File: src/rtl/delay_pkg.sv
// delay_pkg: shared definitions for the echo delay path.
//   DW         width of the delay word (samples)
//   MAX_DELAY  upper saturation limit of the delay word
//   DEF_DELAY  delay after reset and after a both-keys press
//   state_t    delay_ctrl FSM states
//   step_delay saturating one-step update of a delay word
// The display stage and the delay-line addressing use the same package,
// so the delay word has one width everywhere.
package delay_pkg;

  localparam int DW = 14;
  localparam logic [DW-1:0] MAX_DELAY = DW'(16383);
  localparam logic [DW-1:0] DEF_DELAY = DW'(4800);

  typedef enum logic [2:0] {
    ST_IDLE,
    ST_STEP,
    ST_HOLD,
    ST_REPEAT,
    ST_BOTH
  } state_t;

  // The arithmetic is one bit wider than the delay word, so an up-step
  // near the top cannot wrap before it is clamped to MAX_DELAY.
  function automatic logic [DW-1:0] step_delay(input logic [DW-1:0] cur,
                                               input logic          up,
                                               input logic [DW:0]   step);
    logic [DW:0] wide;
    if (up) begin
      wide = {1'b0, cur} + step;
      if (wide > {1'b0, MAX_DELAY}) begin
        wide = {1'b0, MAX_DELAY};
      end
    end else if ({1'b0, cur} < step) begin
      wide = '0;
    end else begin
      wide = {1'b0, cur} - step;
    end
    return wide[DW-1:0];
  endfunction

endpackage

File: src/rtl/delay_ctrl_if.sv
// delay_ctrl_if: button inputs and delay outputs of the delay controller.
//   key_up_n   raw "increase" button, active low, asynchronous
//   key_dn_n   raw "decrease" button, active low, asynchronous
//   delay      current delay in samples
//   delay_upd  one-cycle pulse when delay takes a new value
// master: the side that owns the buttons and consumes the delay.
// slave:  the delay controller itself.
interface delay_ctrl_if;
  import delay_pkg::*;

  logic          key_up_n;
  logic          key_dn_n;
  logic [DW-1:0] delay;
  logic          delay_upd;

  modport master (
    output key_up_n,
    output key_dn_n,
    input  delay,
    input  delay_upd
  );

  modport slave (
    input  key_up_n,
    input  key_dn_n,
    output delay,
    output delay_upd
  );

endinterface

File: src/rtl/key_debounce.sv
// key_debounce: synchroniser plus debounce filter for one raw push-button.
//   CLOCK_50  system clock, rising edge
//   rst_n     synchronous reset, active low
//   raw_n     raw button, active low, asynchronous to CLOCK_50
//   clean     debounced level, active high (1 = pressed)
// The clean level follows the synchronised input only after DEB_CYCLES
// consecutive samples that differ from the current clean level; any sample
// equal to the current level reloads the counter. A raw edge reaches clean
// DEB_CYCLES+2 cycles later.
module key_debounce #(
  parameter int DEB_CYCLES = 500000
) (
  input  logic CLOCK_50,
  input  logic rst_n,
  input  logic raw_n,
  output logic clean
);

  localparam int CW = $clog2(DEB_CYCLES + 1);
  localparam logic [CW-1:0] CNT_LAST = CW'(DEB_CYCLES - 1);

  logic          sync1_reg;
  logic          sync2_reg;
  logic          level_n_reg;   // debounced level, still in raw polarity
  logic [CW-1:0] cnt_reg;

  always_ff @(posedge CLOCK_50) begin
    if (!rst_n) begin
      // Reset to the released level so a key held through reset has to be
      // debounced again before it counts.
      sync1_reg   <= 1'b1;
      sync2_reg   <= 1'b1;
      level_n_reg <= 1'b1;
      cnt_reg     <= '0;
    end else begin
      sync1_reg <= raw_n;
      sync2_reg <= sync1_reg;
      if (sync2_reg == level_n_reg) begin
        cnt_reg <= '0;
      end else if (cnt_reg == CNT_LAST) begin
        level_n_reg <= sync2_reg;
        cnt_reg     <= '0;
      end else begin
        cnt_reg <= cnt_reg + CW'(1);
      end
    end
  end

  assign clean = ~level_n_reg;

endmodule

File: src/rtl/delay_ctrl.sv
// delay_ctrl: turns two raw push-buttons into the echo delay word.
//   CLOCK_50        system clock, rising edge
//   rst_n           synchronous reset, active low
//   bus.key_up_n    raw "increase" button (active low)
//   bus.key_dn_n    raw "decrease" button (active low)
//   bus.delay       current delay in samples (registered)
//   bus.delay_upd   one-cycle pulse together with each new delay value
// A press steps the delay once; holding it for HOLD_CYCLES starts
// auto-repeat with one step every RPT_CYCLES. Both keys together restore
// DEF_DELAY. Steps saturate at 0 and MAX_DELAY.
module delay_ctrl
  import delay_pkg::*;
#(
  parameter int DEB_CYCLES  = 500000,
  parameter int HOLD_CYCLES = 25000000,
  parameter int RPT_CYCLES  = 5000000,
  parameter int STEP        = 64
) (
  input  logic CLOCK_50,
  input  logic rst_n,
  delay_ctrl_if.slave bus
);

  // One counter serves both the hold phase and the repeat phase.
  localparam int CNT_MAX = (HOLD_CYCLES > RPT_CYCLES) ? HOLD_CYCLES : RPT_CYCLES;
  localparam int CW      = $clog2(CNT_MAX + 1);
  localparam logic [CW-1:0] HOLD_LAST = CW'(HOLD_CYCLES - 1);
  localparam logic [CW-1:0] RPT_LAST  = CW'(RPT_CYCLES - 1);
  localparam logic [DW:0]   STEP_W    = (DW+1)'(STEP);

  // Index 0 = up key, index 1 = down key.
  logic [1:0] raw_n_vec;
  logic [1:0] clean_vec;

  assign raw_n_vec = {bus.key_dn_n, bus.key_up_n};

  for (genvar gi = 0; gi < 2; gi++) begin : g_key
    key_debounce #(
      .DEB_CYCLES(DEB_CYCLES)
    ) u_deb (
      .CLOCK_50(CLOCK_50),
      .rst_n   (rst_n),
      .raw_n   (raw_n_vec[gi]),
      .clean   (clean_vec[gi])
    );
  end

  logic key_up;
  logic key_dn;
  assign key_up = clean_vec[0];
  assign key_dn = clean_vec[1];

  state_t        state_reg,  state_next;
  logic          dir_up_reg, dir_up_next;   // direction of the key being held
  logic [CW-1:0] cnt_reg,    cnt_next;
  logic [DW-1:0] delay_reg,  delay_next;
  logic          upd_reg;
  logic          do_step;
  logic          held;

  assign held = dir_up_reg ? key_up : key_dn;

  always_comb begin
    state_next  = state_reg;
    dir_up_next = dir_up_reg;
    cnt_next    = cnt_reg;
    delay_next  = delay_reg;
    do_step     = 1'b0;

    case (state_reg)
      ST_IDLE: begin
        if (key_up && key_dn) begin
          state_next = ST_BOTH;
        end else if (key_up || key_dn) begin
          state_next  = ST_STEP;
          dir_up_next = key_up;
        end
      end

      ST_STEP: begin
        do_step    = 1'b1;
        state_next = ST_HOLD;
        cnt_next   = '0;
      end

      ST_HOLD: begin
        if (key_up && key_dn) begin
          state_next = ST_BOTH;
        end else if (!held) begin
          state_next = ST_IDLE;
        end else if (cnt_reg == HOLD_LAST) begin
          do_step    = 1'b1;
          state_next = ST_REPEAT;
          cnt_next   = '0;
        end else begin
          cnt_next = cnt_reg + CW'(1);
        end
      end

      ST_REPEAT: begin
        if (key_up && key_dn) begin
          state_next = ST_BOTH;
        end else if (!held) begin
          state_next = ST_IDLE;
        end else if (cnt_reg == RPT_LAST) begin
          do_step  = 1'b1;
          cnt_next = '0;
        end else begin
          cnt_next = cnt_reg + CW'(1);
        end
      end

      ST_BOTH: begin
        // Reloading every cycle is harmless: only the entry cycle can
        // change the value, so at most one update pulse results.
        delay_next = DEF_DELAY;
        if (!key_up && !key_dn) begin
          state_next = ST_IDLE;
        end
      end

      default: begin
        state_next = ST_IDLE;
      end
    endcase

    if (do_step) begin
      delay_next = step_delay(delay_reg, dir_up_reg, STEP_W);
    end
  end

  always_ff @(posedge CLOCK_50) begin
    if (!rst_n) begin
      state_reg  <= ST_IDLE;
      dir_up_reg <= 1'b1;
      cnt_reg    <= '0;
      delay_reg  <= DEF_DELAY;
      upd_reg    <= 1'b0;
    end else begin
      state_reg  <= state_next;
      dir_up_reg <= dir_up_next;
      cnt_reg    <= cnt_next;
      delay_reg  <= delay_next;
      // Saturated steps and no-op reloads leave delay unchanged: no pulse.
      upd_reg    <= (delay_next != delay_reg);
    end
  end

  assign bus.delay     = delay_reg;
  assign bus.delay_upd = upd_reg;

endmodule
File: src/flat_wrapper.sv
// flat-port wrapper written by rule: the top's interface ports become plain ports
module delay_ctrl_flat import delay_pkg::*;
#(
  parameter int DEB_CYCLES  = 500000,
  parameter int HOLD_CYCLES = 25000000,
  parameter int RPT_CYCLES  = 5000000,
  parameter int STEP        = 64
)
  (CLOCK_50, rst_n, bus_key_up_n, bus_key_dn_n, bus_delay, bus_delay_upd);
  delay_ctrl_if bus_i ();
  input  logic CLOCK_50;
  input  logic rst_n;
  input wire logic [$bits(bus_i.key_up_n)-1:0] bus_key_up_n;
  input wire logic [$bits(bus_i.key_dn_n)-1:0] bus_key_dn_n;
  output wire logic [$bits(bus_i.delay)-1:0] bus_delay;
  output wire logic [$bits(bus_i.delay_upd)-1:0] bus_delay_upd;
  assign bus_i.key_up_n = bus_key_up_n;
  assign bus_i.key_dn_n = bus_key_dn_n;
  assign bus_delay = bus_i.delay;
  assign bus_delay_upd = bus_i.delay_upd;
  delay_ctrl #(.DEB_CYCLES(DEB_CYCLES), .HOLD_CYCLES(HOLD_CYCLES), .RPT_CYCLES(RPT_CYCLES), .STEP(STEP)) u_core (.CLOCK_50(CLOCK_50), .rst_n(rst_n), .bus(bus_i));
endmodule
File: config.mk
export PLATFORM = sky130hd
export DESIGN_NAME = delay_ctrl_flat
export DESIGN_NICKNAME = d
export VERILOG_FILES = /design/src/rtl/delay_pkg.sv /design/src/rtl/delay_ctrl_if.sv /design/src/rtl/key_debounce.sv /design/src/rtl/delay_ctrl.sv /design/src/flat_wrapper.sv
export SDC_FILE = /design/constraint.sdc
export NUM_CORES = 1
export LEC_CHECK = 0
export CAP_MARGIN = 20
export CORE_AREA = 2 2 103 105
export DETAILED_ROUTE_END_ITERATION = 7
export DIE_AREA = 0 0 105 107
export GPL_TIMING_DRIVEN = 0
export PLACE_DENSITY = 0.65
export REMOVE_ABC_BUFFERS = 1
export SLEW_MARGIN = 5
export SYNTH_ARGS = -nofsm -noshare
export SYNTH_HDL_FRONTEND = slang
export SYNTH_SLANG_ARGS = --single-unit
File: constraint.sdc
create_clock -name CLOCK_50 -period 2.9 [get_ports CLOCK_50]
set_clock_uncertainty 0.1 [all_clocks]
set_input_delay 0.435 -clock CLOCK_50 [delete_from_list [all_inputs] [get_ports CLOCK_50]]
set_output_delay 0.435 -clock CLOCK_50 [all_outputs]
set_load 0.005 [all_outputs]
==> metrics.txt, run 1 <==
status complete, no violations; fin. max-slew vios 0; worst skew pair latency roughly 0.37 ns; post-DR wirelength/cell roughly 14 µm; mux cell area share after synthesis 1.789%; Final min period 2.892 ns; Slew @ Worst Pin 0.8417 ns; Compound-Gate Fraction of Synth Area around 14%; fin nets 564; # Max-Cap Violations 0; critical path class reg2reg; pre-CTS setup slack -0.7130 ns; Hold Crit Start u_core.g_key[0].u_deb.sync1_reg; Inst Count DP about 670; Rel. slew slack around 44%; CTS Buf Count 9; Synth Warn # 0; sequential-to-total area share from yosys stat 39.35%; total track usage ~17%; R2R depth 9; final worst setup slack roughly 0.0082 ns; Synth async-reset ratio 0%; layout cells sized above 1 between 10% and 20%; H-tree Lvls 3; dpl hpwl 6327 µm; synth unique cells 67; Port Buf Inserts 18; Leak between 1.5 and 2 nW; overall power roughly 0.0032 W; antenna cells 0; required time worst endpoint around 3.1 ns; RSZ-0062 raised after global routing true; Achievable Freq about 350 MHz; Post-route DRC 0; FF-to-FF Start u_core.bus.delay[7]; reg2reg end u_core.bus.delay_upd; Antenna Nets Post-Route 0; top cells by area, synth dfxtp_1, xor2_1, nor2_1, xnor2_1, nand2_1; initial core utilization about 44%; first-pass iteration count of the detailed router 4; pwr dens 608.2 nW/µm²; Die Area 11240 µm²; height of the die between 100 and 150 µm; io pins 19; gpl congestion about 0.88; num rows 37; vias in the first global route ~3400; Area growth syn-to-layout 15.99%; root buf cell clkbuf_8; #FFs+latches synth between 80 and 90; Post-Synth XOR/XNOR Area between 10 and 15%; # setup viols final 0; CORE AREA 10090 µm²; hold depth 1; Hold Crit Class reg2reg; period utilization around 100%; number of flip-flops in the largest register 38; number of flops mapped to enable cells by yosys 0; largest family of logic cells by synthesized area simple AND/OR/NAND/NOR gates; largest net degree at the start of global routing 26; Netlist Area Pre-Place 4477 µm²; FILL cells ~990; register area around 1800 µm²; initial antenna violation count 0; cell taking the most area after synthesis dfxtp_1; synthesized instance count 535; Main synth FF type dfxtp_1; total wire length about 9500 µm; Starting DRT DRC Count 177; FF-to-FF setup slack just over 0.008 ns; clk sink count a little under 90; clk buf depth 2; Setup TNS 0 ns; CTS tree done; Critical Path Start Type flip-flop; CP arrival slightly above 3 ns; Die W 105 µm; Max FO, Critical Path 6; simple-gate share of the synthesized area ~27%; vias post-DR about 3800; Vias/cell between 5 and 6; Multi-input gate area roughly 2700 µm²; placed cell area ~4700 µm²; Final Hold Fails 0; Synth Area per Inst 8.368 µm²; Critical Path Sink Type flip-flop; Worst-path clk slew approximately 0.09 ns; fin cells about 700; first-pass GRT wire length between 15000 and 20000 µm; remaining global-route overflow 0; Peak VDD IR approximately 0.00032 V; worst-case hold path end point u_core.g_key[0].u_deb.sync2_reg; post-synthesis adder-cell area fraction 1.901%; Design Area, Final between 5000 and 6000 µm²; share of the synthesized area in the top cell type between 30% and 40%
-- layout by cell type (no fill, tap or decap), types with 3 or more instances in the layout --
master	n
clkdlybuf4s50_1	18
a22oi_1	3
nor3_1	10
nand4_1	18
nor2_1	87
nand3_1	22
o21ai_0	14
o211ai_1	7
xnor2_1	25
buf_4	12
nor4_1	4
ha_1	4
nor4b_1	4
mux2i_1	8
a21oi_1	14
nand2b_1	7
and2_1	3
o21a_1	8
dfxtp_1	82
xor2_1	38
clkbuf_8	9
and3_1	12
dfxtp_4	3
inv_1	11
nand2_1	47
or3_1	7
dfxtp_2	3
-- cell type report --
cell class | instances | area share, %
sequential | 88 | 34.22
inverter | 13 | 1.036
clock inverter | 6 | 1.325
tap | 136 | 3.277
multi-input combinational | 409 | 51.93
clock buffer | 10 | 2.458
timing repair buffer | 33 | 5.759
-- how the worst max path moves through the flow --
stage                            to                 from  slack [ns]  depth (start not counted)
2_1_floorplan  u_core.bus.delay_upd  u_core.bus.delay[6]       -0.13                         10
3_3_place_gp   u_core.bus.delay_upd  u_core.bus.delay[6]       -0.76                         10
3_5_place_dp   u_core.bus.delay_upd  u_core.bus.delay[6]       -0.71                         10
4_1_cts        u_core.bus.delay_upd   u_core.cnt_reg[13]       -0.03                          7
5_1_grt        u_core.bus.delay_upd  u_core.bus.delay[7]       -0.06                         10
6_report       u_core.bus.delay_upd  u_core.bus.delay[7]       0.008                          9
-- synthesized netlist by cell type, types with 2 or more instances --
cell and instances:
a21boi_0 2, a21o_1 2, dfxtp_1 88, a2bb2oi_1 2
or3_1 7, a31oi_1 2, o31a_1 2, nor2_1 88
nand2_1 47, and2_1 4, or2_2 2, nand4b_1 2
nand2b_1 7, xnor2_1 25, inv_1 13, ha_1 6
or4_1 2, nor4bb_1 2, buf_2 4, nor4_1 6
o21ai_0 14, nor4b_1 4, nand3b_1 2, nand4_1 18
nor3_1 12, a21oi_1 14, a22oi_1 3, xor2_1 38
o41ai_1 2, o32ai_1 2, clkbuf_1 19, o21a_1 8
mux2i_1 8, nor3b_1 2, and3_1 12, o211ai_1 7
a221o_1 2, nand3_1 22, a211o_1 2, nor2b_1 3
o2bb2ai_1 2
-- power by group --
part	total, W	switching [W]	internal [W]
Sequential	0.00136	0.000100	0.00126
Combinational	0.000936	0.000511	0.000425
Clock	0.000858	0.000455	0.000403
-- through the flow --
step | utilization [%] | hold slack, ns
final | 51.45 | 0.3142
after global routing | 51.45 | 0.3273
after CTS | 49.78 | 0.3201
after detailed placement | 46.89 | 0.2949
after global placement | 46.78 | 0.2890
after floorplan | - | 0.2863
-- routing by layer --
layer  vias up  routed length (µm)  track usage, %
met5         -                   0               0
met4         0                  57           5.619
met3         6                 348           5.106
met2        78                4552           26.72
met1      1787                4567           22.30
li1       1903                   -               -
-- worst max-delay path, cell delays in order (launching register included) --
cell and delay [ns]:
dfxtp_4 0.40, inv_4 0.05, ha_4 0.28, nand4b_1 0.10, o31a_1 0.34, a2111oi_4 0.42, and2_4 0.26, a2111oi_4 0.06
a221o_1 0.36, o41a_1 0.41
-- cell families after synthesis --
| group | after synthesis |
|---|---|
| compound gates | 82 |
| xor+xnor | 63 |
| fa+ha+maj | 7 |
| buf+inv | 38 |
| flops | 88 |
| mux | 8 |
| simple gates | 249 |
-- repair_timing --
| action | CTS | global route |
|---|---|---|
| hold buffers | 0 | 0 |
| endpoints found under the setup margin | 37 | 26 |
| setup buffers | 3 | 11 |
| pin swaps | 2 | 9 |
| endpoints found under the hold margin | 0 | 0 |
| gates resized for setup | 17 | 19 |
(Power assumes the default switching activity.)
==> run 2, diff against run 1 <==
--- a/config.mk
+++ b/config.mk
@@ -12,7 +12,6 @@
 export GPL_TIMING_DRIVEN = 0
 export PLACE_DENSITY = 0.65
 export REMOVE_ABC_BUFFERS = 1
-export SLEW_MARGIN = 5
 export SYNTH_ARGS = -nofsm -noshare
 export SYNTH_HDL_FRONTEND = slang
 export SYNTH_SLANG_ARGS = --single-unit
==> results of run 2 <==
The final DEF is identical to that of run 1; final timing and power are the same.
